[src/rtl/rst_seq_gen.sv]
// rst_seq_gen: staggered per-channel reset release with divided clock enables and req/ack soft reset.
// Optional RST_SEQ_REVERSE_ASSERT_EN re-asserts channels in reverse order on soft reset.
module rst_seq_gen #(
  parameter int NUM_CH     = 4,
  parameter int RST_CYCLES = 6,
  parameter int STAGE_GAP  = 2,
  parameter int DIV_W      = 4,
  parameter int CNT_W      = 8
) (
  input  logic                    clk_i,
  input  logic                    rst_i,
  input  logic                    soft_rst_req_i,
  output logic                    soft_rst_ack_o,
  input  logic [NUM_CH*DIV_W-1:0] div_i,
  output logic [NUM_CH-1:0]       rst_no,
  output logic [NUM_CH-1:0]       clk_en_o,
  output logic                    seq_done_o,
  output logic                    busy_o
);
  localparam int IDX_W = NUM_CH > 1 ? $clog2(NUM_CH) : 1;
  if (RST_CYCLES > (1 << CNT_W) - 1 || STAGE_GAP > (1 << CNT_W) - 1) begin : g_bad_cnt_w
    $error("rst_seq_gen: CNT_W too narrow for RST_CYCLES/STAGE_GAP");
  end
  typedef enum logic [1:0] {HOLD, RELEASE, RUN, ASSERT} state_t;
  state_t           state;
  logic [CNT_W-1:0] cnt;
  logic [IDX_W-1:0] ch_idx;
  logic [NUM_CH-1:0] kill;
  logic [DIV_W-1:0] div_q [NUM_CH];
  logic [DIV_W-1:0] dcnt  [NUM_CH];
  logic [DIV_W-1:0] last  [NUM_CH];
  // kill marks channels whose reset drops on this edge, so their enables clear on the same edge
  always_comb begin
    kill = '0;
`ifdef RST_SEQ_REVERSE_ASSERT_EN
    for (int k = 0; k < NUM_CH; k++)
      kill[k] = state == ASSERT && cnt == '0 && ch_idx == IDX_W'(k);
`else
    kill = {NUM_CH{state == RUN && soft_rst_req_i}};
`endif
    for (int k = 0; k < NUM_CH; k++)
      last[k] = div_q[k] == '0 ? '0 : div_q[k] - 1'b1;
  end
  always_ff @(posedge clk_i)
    if (rst_i) begin
      state          <= HOLD;
      cnt            <= '0;
      ch_idx         <= '0;
      rst_no         <= '0;
      seq_done_o     <= 1'b0;
      busy_o         <= 1'b1;
      soft_rst_ack_o <= 1'b0;
    end else begin
      soft_rst_ack_o <= 1'b0;
      case (state)
        HOLD:
          if (cnt == CNT_W'(RST_CYCLES - 1)) begin
            rst_no[0] <= 1'b1;
            cnt       <= '0;
            ch_idx    <= NUM_CH == 1 ? '0 : IDX_W'(1);
            if (NUM_CH == 1) begin
              state      <= RUN;
              seq_done_o <= 1'b1;
              busy_o     <= 1'b0;
            end else state <= RELEASE;
          end else cnt <= cnt + 1'b1;
        RELEASE:
          if (cnt == CNT_W'(STAGE_GAP - 1)) begin
            rst_no[ch_idx] <= 1'b1;
            cnt            <= '0;
            if (ch_idx == IDX_W'(NUM_CH - 1)) begin
              ch_idx     <= '0;
              state      <= RUN;
              seq_done_o <= 1'b1;
              busy_o     <= 1'b0;
            end else ch_idx <= ch_idx + 1'b1;
          end else cnt <= cnt + 1'b1;
        RUN:
          if (soft_rst_req_i) begin
            soft_rst_ack_o <= 1'b1;
            seq_done_o     <= 1'b0;
            busy_o         <= 1'b1;
            cnt            <= '0;
`ifdef RST_SEQ_REVERSE_ASSERT_EN
            state  <= ASSERT;
            ch_idx <= IDX_W'(NUM_CH - 1);
`else
            state  <= HOLD;
            ch_idx <= '0;
            rst_no <= '0;
`endif
          end
        default: begin
`ifdef RST_SEQ_REVERSE_ASSERT_EN
          cnt <= cnt == CNT_W'(STAGE_GAP - 1) ? '0 : cnt + 1'b1;
          if (cnt == '0) begin
            rst_no[ch_idx] <= 1'b0;
            if (ch_idx == '0) begin
              state <= HOLD;
              cnt   <= '0;
            end else ch_idx <= ch_idx - 1'b1;
          end
`else
          state <= HOLD;
          cnt   <= '0;
`endif
        end
      endcase
    end
  // divide ratio keeps loading while a channel is in reset, freezing at the release edge
  always_ff @(posedge clk_i)
    for (int k = 0; k < NUM_CH; k++)
      if (rst_i || !rst_no[k] || kill[k]) begin
        clk_en_o[k] <= 1'b0;
        dcnt[k]     <= '0;
        div_q[k]    <= div_i[k*DIV_W +: DIV_W];
      end else begin
        clk_en_o[k] <= dcnt[k] == last[k];
        dcnt[k]     <= dcnt[k] == last[k] ? '0 : dcnt[k] + 1'b1;
      end
endmodule

[config.mk]
export PLATFORM = sky130hd
export DESIGN_NAME = rst_seq_gen
export DESIGN_NICKNAME = d
export VERILOG_FILES = /design/src/rtl/rst_seq_gen.sv
export SDC_FILE = /design/constraint.sdc
export NUM_CORES = 1
export LEC_CHECK = 0
export ABC_CLOCK_PERIOD_IN_PS = 2700
export BUFFER_PORTS_ARGS = -buffer_cell sky130_fd_sc_hd__buf_2
export CAP_MARGIN = 20
export CORE_MARGIN = 4
export CORE_UTILIZATION = 40
export CTS_CLUSTER_DIAMETER = 80
export DETAILED_ROUTE_END_ITERATION = 7
export GPL_ROUTABILITY_DRIVEN = 0
export PLACE_DENSITY = 0.6
export SKIP_CTS_REPAIR_TIMING = 1
export SYNTH_ARGS = -nofsm -noshare
export SYNTH_HDL_FRONTEND = slang
export SYNTH_SLANG_ARGS = --single-unit
[constraint.sdc]
create_clock -name clk_i -period 2.7 [get_ports clk_i]
set_clock_uncertainty 0.15 [all_clocks]
set_input_delay 0.675 -clock clk_i [delete_from_list [all_inputs] [get_ports clk_i]]
set_output_delay 0.675 -clock clk_i [all_outputs]
set_load 0.01 [all_outputs]
==> results of run 1 <==
through the flow:
stage / hold slack [ns] / utilization, % / area, um^2 / std cells
2_1_floorplan: 0.289 / - / 2640 / 267
3_3_place_gp: 0.279 / 45.2 / 2890 / 373
3_5_place_dp: 0.298 / 45.2 / 2890 / 373
4_1_cts: 0.313 / 46.7 / 2980 / 381
5_1_grt: 0.327 / 46.7 / 2980 / 381
6_report: 0.303 / 46.7 / 2980 / 381
cell type report:
cell class / count / area [um^2] / share of cell area, %
inverters: 12 / 45.0 / 1.51
clock inverters: 3 / 22.5 / 0.756
clock buffers: 5 / 68.8 / 2.31
multi-input cells: 198 / 1330 / 44.5
well taps: 77 / 96.3 / 3.23
repair buffers: 31 / 160 / 5.37
flip-flops and latches: 55 / 1260 / 42.3
Yosys cell counts (all sizes together) (3+ instances only):
cell and count:
edfxtp 16, nand2 15, dfxtp 39, nor3 16, o21a 4, nor2b 13, inv 12, a2111oi 3
nand3 9, o21ai 21, nor2 20, nor3b 6, ha 10, xor2 6, a21oi 13, o31ai 4
xnor2 8, nand3b 4, nand2b 9
power by group:
group | total (mW) | switching [mW] | internal, mW
Combinational | 0.0983 | 0.0487 | 0.0496
Sequential | 0.897 | 0.0282 | 0.868
Clock | 0.447 | 0.261 | 0.186
per-layer routing:
layer,vias to the layer above,global-route usage (%),share of wire [%]
li1,1049,-,-
met1,938,18.1,49
met2,25,22.2,46
met3,4,3.04,3.6
met4,0,3.65,1.2
met5,-,0,0
worst max-delay path, cell delays in order, from the launching register on:
cell	delay, ns
sky130_fd_sc_hd__edfxtp_1	0.49
sky130_fd_sc_hd__o21a_1	0.22
sky130_fd_sc_hd__o32ai_1	0.26
sky130_fd_sc_hd__o2111ai_1	0.18
sky130_fd_sc_hd__a2111oi_2	0.58
sky130_fd_sc_hd__nor2b_1	0.20
kinds of logic after synthesis:
family	after synthesis	synth area share, %
simple gates	108	22.7
compound gates	64	17.4
flops	55	47.8
xor+xnor	14	4.64
buf+inv	14	1.99
fa+ha+maj	10	4.74
mux	2	0.758
sequential cells by signal (all words and copies together) (netlist names), 2 cells and up:
name      count
ch_idx        2
cnt           8
state         2
clk_en_o      4
div_q        16
rst_no        4
dcnt         16
how the worst max path moves through the flow:
stage / start / to / slack (ns) / cells past startpoint
CTS: div_q[2][0]$_DFFE_PP_ / clk_en_o[2]$_SDFF_PP0_ / 0.59 / 5
floorplan: cnt[3]$_SDFFE_PP0N_ / cnt[1]$_SDFFE_PP0N_ / 0.76 / 5
global placement: soft_rst_req_i / div_q[3][2]$_DFFE_PP_ / 0.49 / 5
global route: div_q[2][0]$_DFFE_PP_ / clk_en_o[2]$_SDFF_PP0_ / 0.41 / 5
detailed placement: soft_rst_req_i / dcnt[3][1]$_SDFF_PP0_ / 0.44 / 6
finish: div_q[2][0]$_DFFE_PP_ / clk_en_o[2]$_SDFF_PP0_ / 0.56 / 5
==> metrics, run 1 <==
Hold Path Cell Cnt 2; startpoint-to-endpoint class of the critical path flip-flop to flip-flop; number of global-route vias before repair 1925; CTS Root Buffer Type sky130_fd_sc_hd__clkbuf_8; critical path peak fanout 6; Max Cap Violations 0; # IOs 30; register area share after synthesis 47.8%; Post-DRT Antenna Nets 0; DRT iter0 DRCs 69; count of flip-flops with a built-in enable after synthesis 16; clock tree from TritonCTS done; die width 89.2 um; count of filler cells inserted in the layout 633; WL per Instance 12.8 um; CP Data Arrival Time 2.22 ns; clk sinks 55; run status complete, no violations; Reg2Reg Setup Slack 0.56 ns; Startpoint Class flip-flop; Max Fclk 0.468 GHz; mapped cell area 2640 um^2; endpoint of the worst-slack reg-to-reg timing path clk_en_o[2]$_SDFF_PP0_; share of layout cells above drive strength 1 16.8%; clock slew at the register clock pins of the worst setup and hold paths 0.10 ns; routed vias/inst 5.29; number of cells traversed by the worst register-to-register path 5; most common flop cell mapped by yosys sky130_fd_sc_hd__dfxtp_1; Yosys warnings 0; library cells used by synthesis 53; Max-slew headroom 59.1%; initial core utilization 41.3%; FF-to-FF Start div_q[2][0]$_DFFE_PP_; WP data required 2.79 ns; clock tree buffer depth 2; post-layout net count 332; RSZ-0062 raised after global routing no; via count 2016; register bit total from synthesis 55; P&R area growth vs syn 12.9%; Final WS setup 0.565 ns; LEAKAGE 1.15 nW; GRT Residual Overflow 0; top area cells in the synthesized netlist sky130_fd_sc_hd__dfxtp_1, sky130_fd_sc_hd__edfxtp_1, sky130_fd_sc_hd__ha_1, sky130_fd_sc_hd__o21ai_0, sky130_fd_sc_hd__nor2b_1; most frequent cells in the layout sky130_fd_sc_hd__dfxtp_1, sky130_fd_sc_hd__buf_2, sky130_fd_sc_hd__nor2_1, sky130_fd_sc_hd__o21ai_0; number of cells produced by synthesis 267; post-synthesis area per instance 9.89 um^2; final antenna diode count 0; hold crit path type flip-flop to flip-flop; Period minus WS final 2.14 ns; Total Die Area 7960 um^2; Core Area 6390 um^2; CP endpoint kind flip-flop; proportion of register bits with asynchronous set or reset after synthesis 0%; Final Routed Wirelength 4890 um; Worst Hold End busy_o$_SDFFE_PP1P_; total CTS buffers 5; htree depth 2; transition time of the tightest slew-check pin 0.612 ns; Worst IR Drop VDD 0.000298 V; Placement Setup Slack 0.444 ns; post-DP HPWL 3740 um; clock latency at the later pin of the worst-skew pair 0.30 ns; Pre-antenna DRT Iters 4; total design power 1.44 mW; overall routing resource usage 13.6%; worst min-delay path startpoint busy_o$_SDFFE_PP1P_; total power per unit cell area 484 nW/um^2; die height 89.2 um; portion of synthesized cell area occupied by the leading cell type 29.6%; area leader, netlist sky130_fd_sc_hd__dfxtp_1; final setup violation count 0; most common cell after layout, fill and taps aside sky130_fd_sc_hd__dfxtp_1; final clock period utilization by the worst path 79.1%; count of endpoints failing hold in the final timing report 0; final max-slew violation count 0; maximum number of pins on one net before global-route repair 19; initial antenna violation count 0; number of design rule violations left after detail routing 0; net count after synthesis 296; total negative slack for setup checks 0 ns; number of placement rows 29; global-route wire length before repair 8570 um; Port-buffer cells 29
(Power assumes the default switching activity.)
==> inputs of run 2 (changes only) <==
- ABC_CLOCK_PERIOD_IN_PS: 2700 -> 1900
- PLACE_DENSITY: 0.6 -> 0.62
- clock period: 2.7 -> 1.9 ns (I/O delays scaled with it)
==> metrics, run 2 (same netlist as run 1, synthesis figures left out) <==
run status complete, but fails checks; failing checks setup timing; clock slew at the register clock pins of the worst setup and hold paths 0.10 ns (about the same); number of cells traversed by the worst register-to-register path 5 (unchanged); WP data required 1.96 ns (-0.83 ns); Total Die Area 7960 um^2 (unchanged); most frequent cells in the layout sky130_fd_sc_hd__dfxtp_1, sky130_fd_sc_hd__buf_4, sky130_fd_sc_hd__buf_2, sky130_fd_sc_hd__nor2_1, sky130_fd_sc_hd__edfxtp_1; overall routing resource usage 12.7% (-0.84 points); number of global-route vias before repair 1866 (-3.1%); WL per Instance 12.4 um (-3.5%); Worst Hold End div_q[1][1]$_DFFE_PP_; clock tree buffer depth 2 (unchanged); maximum number of pins on one net before global-route repair 19 (unchanged); most common cell after layout, fill and taps aside sky130_fd_sc_hd__dfxtp_1; CP Data Arrival Time 2.00 ns (-0.22 ns); GRT Residual Overflow 0 (unchanged); Max Fclk 0.516 GHz (+10%); count of filler cells inserted in the layout 569 (-10%); clk sinks 55 (unchanged); routed vias/inst 5.18 (-2.1%); clock latency at the later pin of the worst-skew pair 0.31 ns (about the same); P&R area growth vs syn 26.6%; endpoint of the worst-slack reg-to-reg timing path cnt[1]$_SDFFE_PP0N_; # IOs 30 (unchanged); total power per unit cell area 642 nW/um^2 (+33%); Final Routed Wirelength 5110 um (+4.4%); Final WS setup -0.0370 ns (-0.602 ns); Hold Path Cell Cnt 1 (-1); Port-buffer cells 29 (unchanged); die width 89.2 um (unchanged); RSZ-0062 raised after global routing yes; final setup violation count 3 (+3); number of placement rows 29 (unchanged); total design power 2.15 mW (+49%); initial antenna violation count 0 (unchanged); startpoint-to-endpoint class of the critical path flip-flop to flip-flop; worst min-delay path startpoint div_i[5]; transition time of the tightest slew-check pin 0.394 ns (-0.218 ns); number of design rule violations left after detail routing 0 (unchanged); Pre-antenna DRT Iters 4 (unchanged); final clock period utilization by the worst path 102% (+23 points); final max-slew violation count 0 (unchanged); initial core utilization 41.3% (unchanged); CP endpoint kind flip-flop; DRT iter0 DRCs 75 (+8.7%); post-DP HPWL 3700 um (-0.93%); Max-slew headroom 73.7% (+15 points); FF-to-FF Start cnt[4]$_SDFFE_PP0N_; CTS Root Buffer Type sky130_fd_sc_hd__clkbuf_8; Core Area 6390 um^2 (unchanged); htree depth 2 (unchanged); hold crit path type primary input to flip-flop; final antenna diode count 0 (unchanged); largest registers ranked by flip-flop count dcnt: 16 flops, div_q: 16 flops, cnt: 8 flops; Max Cap Violations 0 (unchanged); LEAKAGE 1.33 nW (+16%); Post-DRT Antenna Nets 0 (unchanged); share of layout cells above drive strength 1 30.7% (+14 points); count of endpoints failing hold in the final timing report 0 (unchanged); critical path peak fanout 4 (-2); clock tree from TritonCTS done; Startpoint Class flip-flop; Period minus WS final 1.94 ns (-0.198 ns); post-layout net count 363 (+9.3%); Final Cell Area 3340 um^2 (+12%); placed instance area 3060 um^2 (+5.8%); Reg2Reg Setup Slack -0.04 ns (-0.60 ns); total CTS buffers 5 (unchanged); die height 89.2 um (unchanged); Worst IR Drop VDD 0.000460 V (+54%); global-route wire length before repair 8000 um (-6.6%); via count 2135 (+5.9%)
run 2: final cells by class:
class                   instances  area, um^2  share of cell area [%]
flip-flops and latches         55        1270                    37.9
multi-input cells             198        1450                    43.2
clock buffers                   5        68.8                    2.06
inverters                      12        45.0                    1.35
repair buffers                 62         397                    11.9
clock inverters                 3        23.8                   0.711
well taps                      77        96.3                    2.88
run 2: power breakdown:
part / internal (mW) / total [mW] / leakage, nW / switching, mW
Combinational: 0.120 / 0.223 / 0.805 / 0.103
Clock: 0.265 / 0.663 / 0.0408 / 0.399
Sequential: 1.23 / 1.26 / 0.486 / 0.0258
run 2: critical path, cell delays in order (launching register included):
cell and delay (ns):
sky130_fd_sc_hd__dfxtp_2 0.33, sky130_fd_sc_hd__or4_4 0.54, sky130_fd_sc_hd__or3_4 0.44, sky130_fd_sc_hd__or2b_4 0.22, sky130_fd_sc_hd__a2bb2oi_2 0.12, sky130_fd_sc_hd__nor2_1 0.04
run 2: metal layers:
metal  vias up  share of wire, %  track usage, %
li1       1107                 -               -
met4         0               1.3            4.87
met1       992                47            16.0
met2        31                48            21.3
met5         -                 0               0
met3         5               3.3            2.76
run 2: through the flow:
stage                     setup TNS (ns)  util [%]  setup slack (ns)  hold slack, ns  cells
after floorplan                  -0.0314         -           -0.0301           0.290    267
after global placement                 0      47.8           0.00954           0.301    395
after detailed placement         -0.0387      47.8           -0.0218           0.302    395
after CTS                         -0.176      49.3           -0.0436           0.172    403
after global routing               -1.33      52.3            -0.120           0.162    412
final                            -0.0493      52.3           -0.0370           0.183    412
run 2: worst max-delay path by stage:
| stage | startpoint | to | cells after the start |
|---|---|---|---|
| 6_report | cnt[4]$_SDFFE_PP0N_ | cnt[1]$_SDFFE_PP0N_ | 5 |
| 3_5_place_dp | cnt[3]$_SDFFE_PP0N_ | cnt[4]$_SDFFE_PP0N_ | 6 |
| 3_3_place_gp | cnt[3]$_SDFFE_PP0N_ | cnt[5]$_SDFFE_PP0N_ | 6 |
| 5_1_grt | div_q[1][3]$_DFFE_PP_ | clk_en_o[1]$_SDFF_PP0_ | 6 |
| 2_1_floorplan | cnt[3]$_SDFFE_PP0N_ | cnt[1]$_SDFFE_PP0N_ | 5 |
| 4_1_cts | cnt[3]$_SDFFE_PP0N_ | cnt[4]$_SDFFE_PP0N_ | 6 |
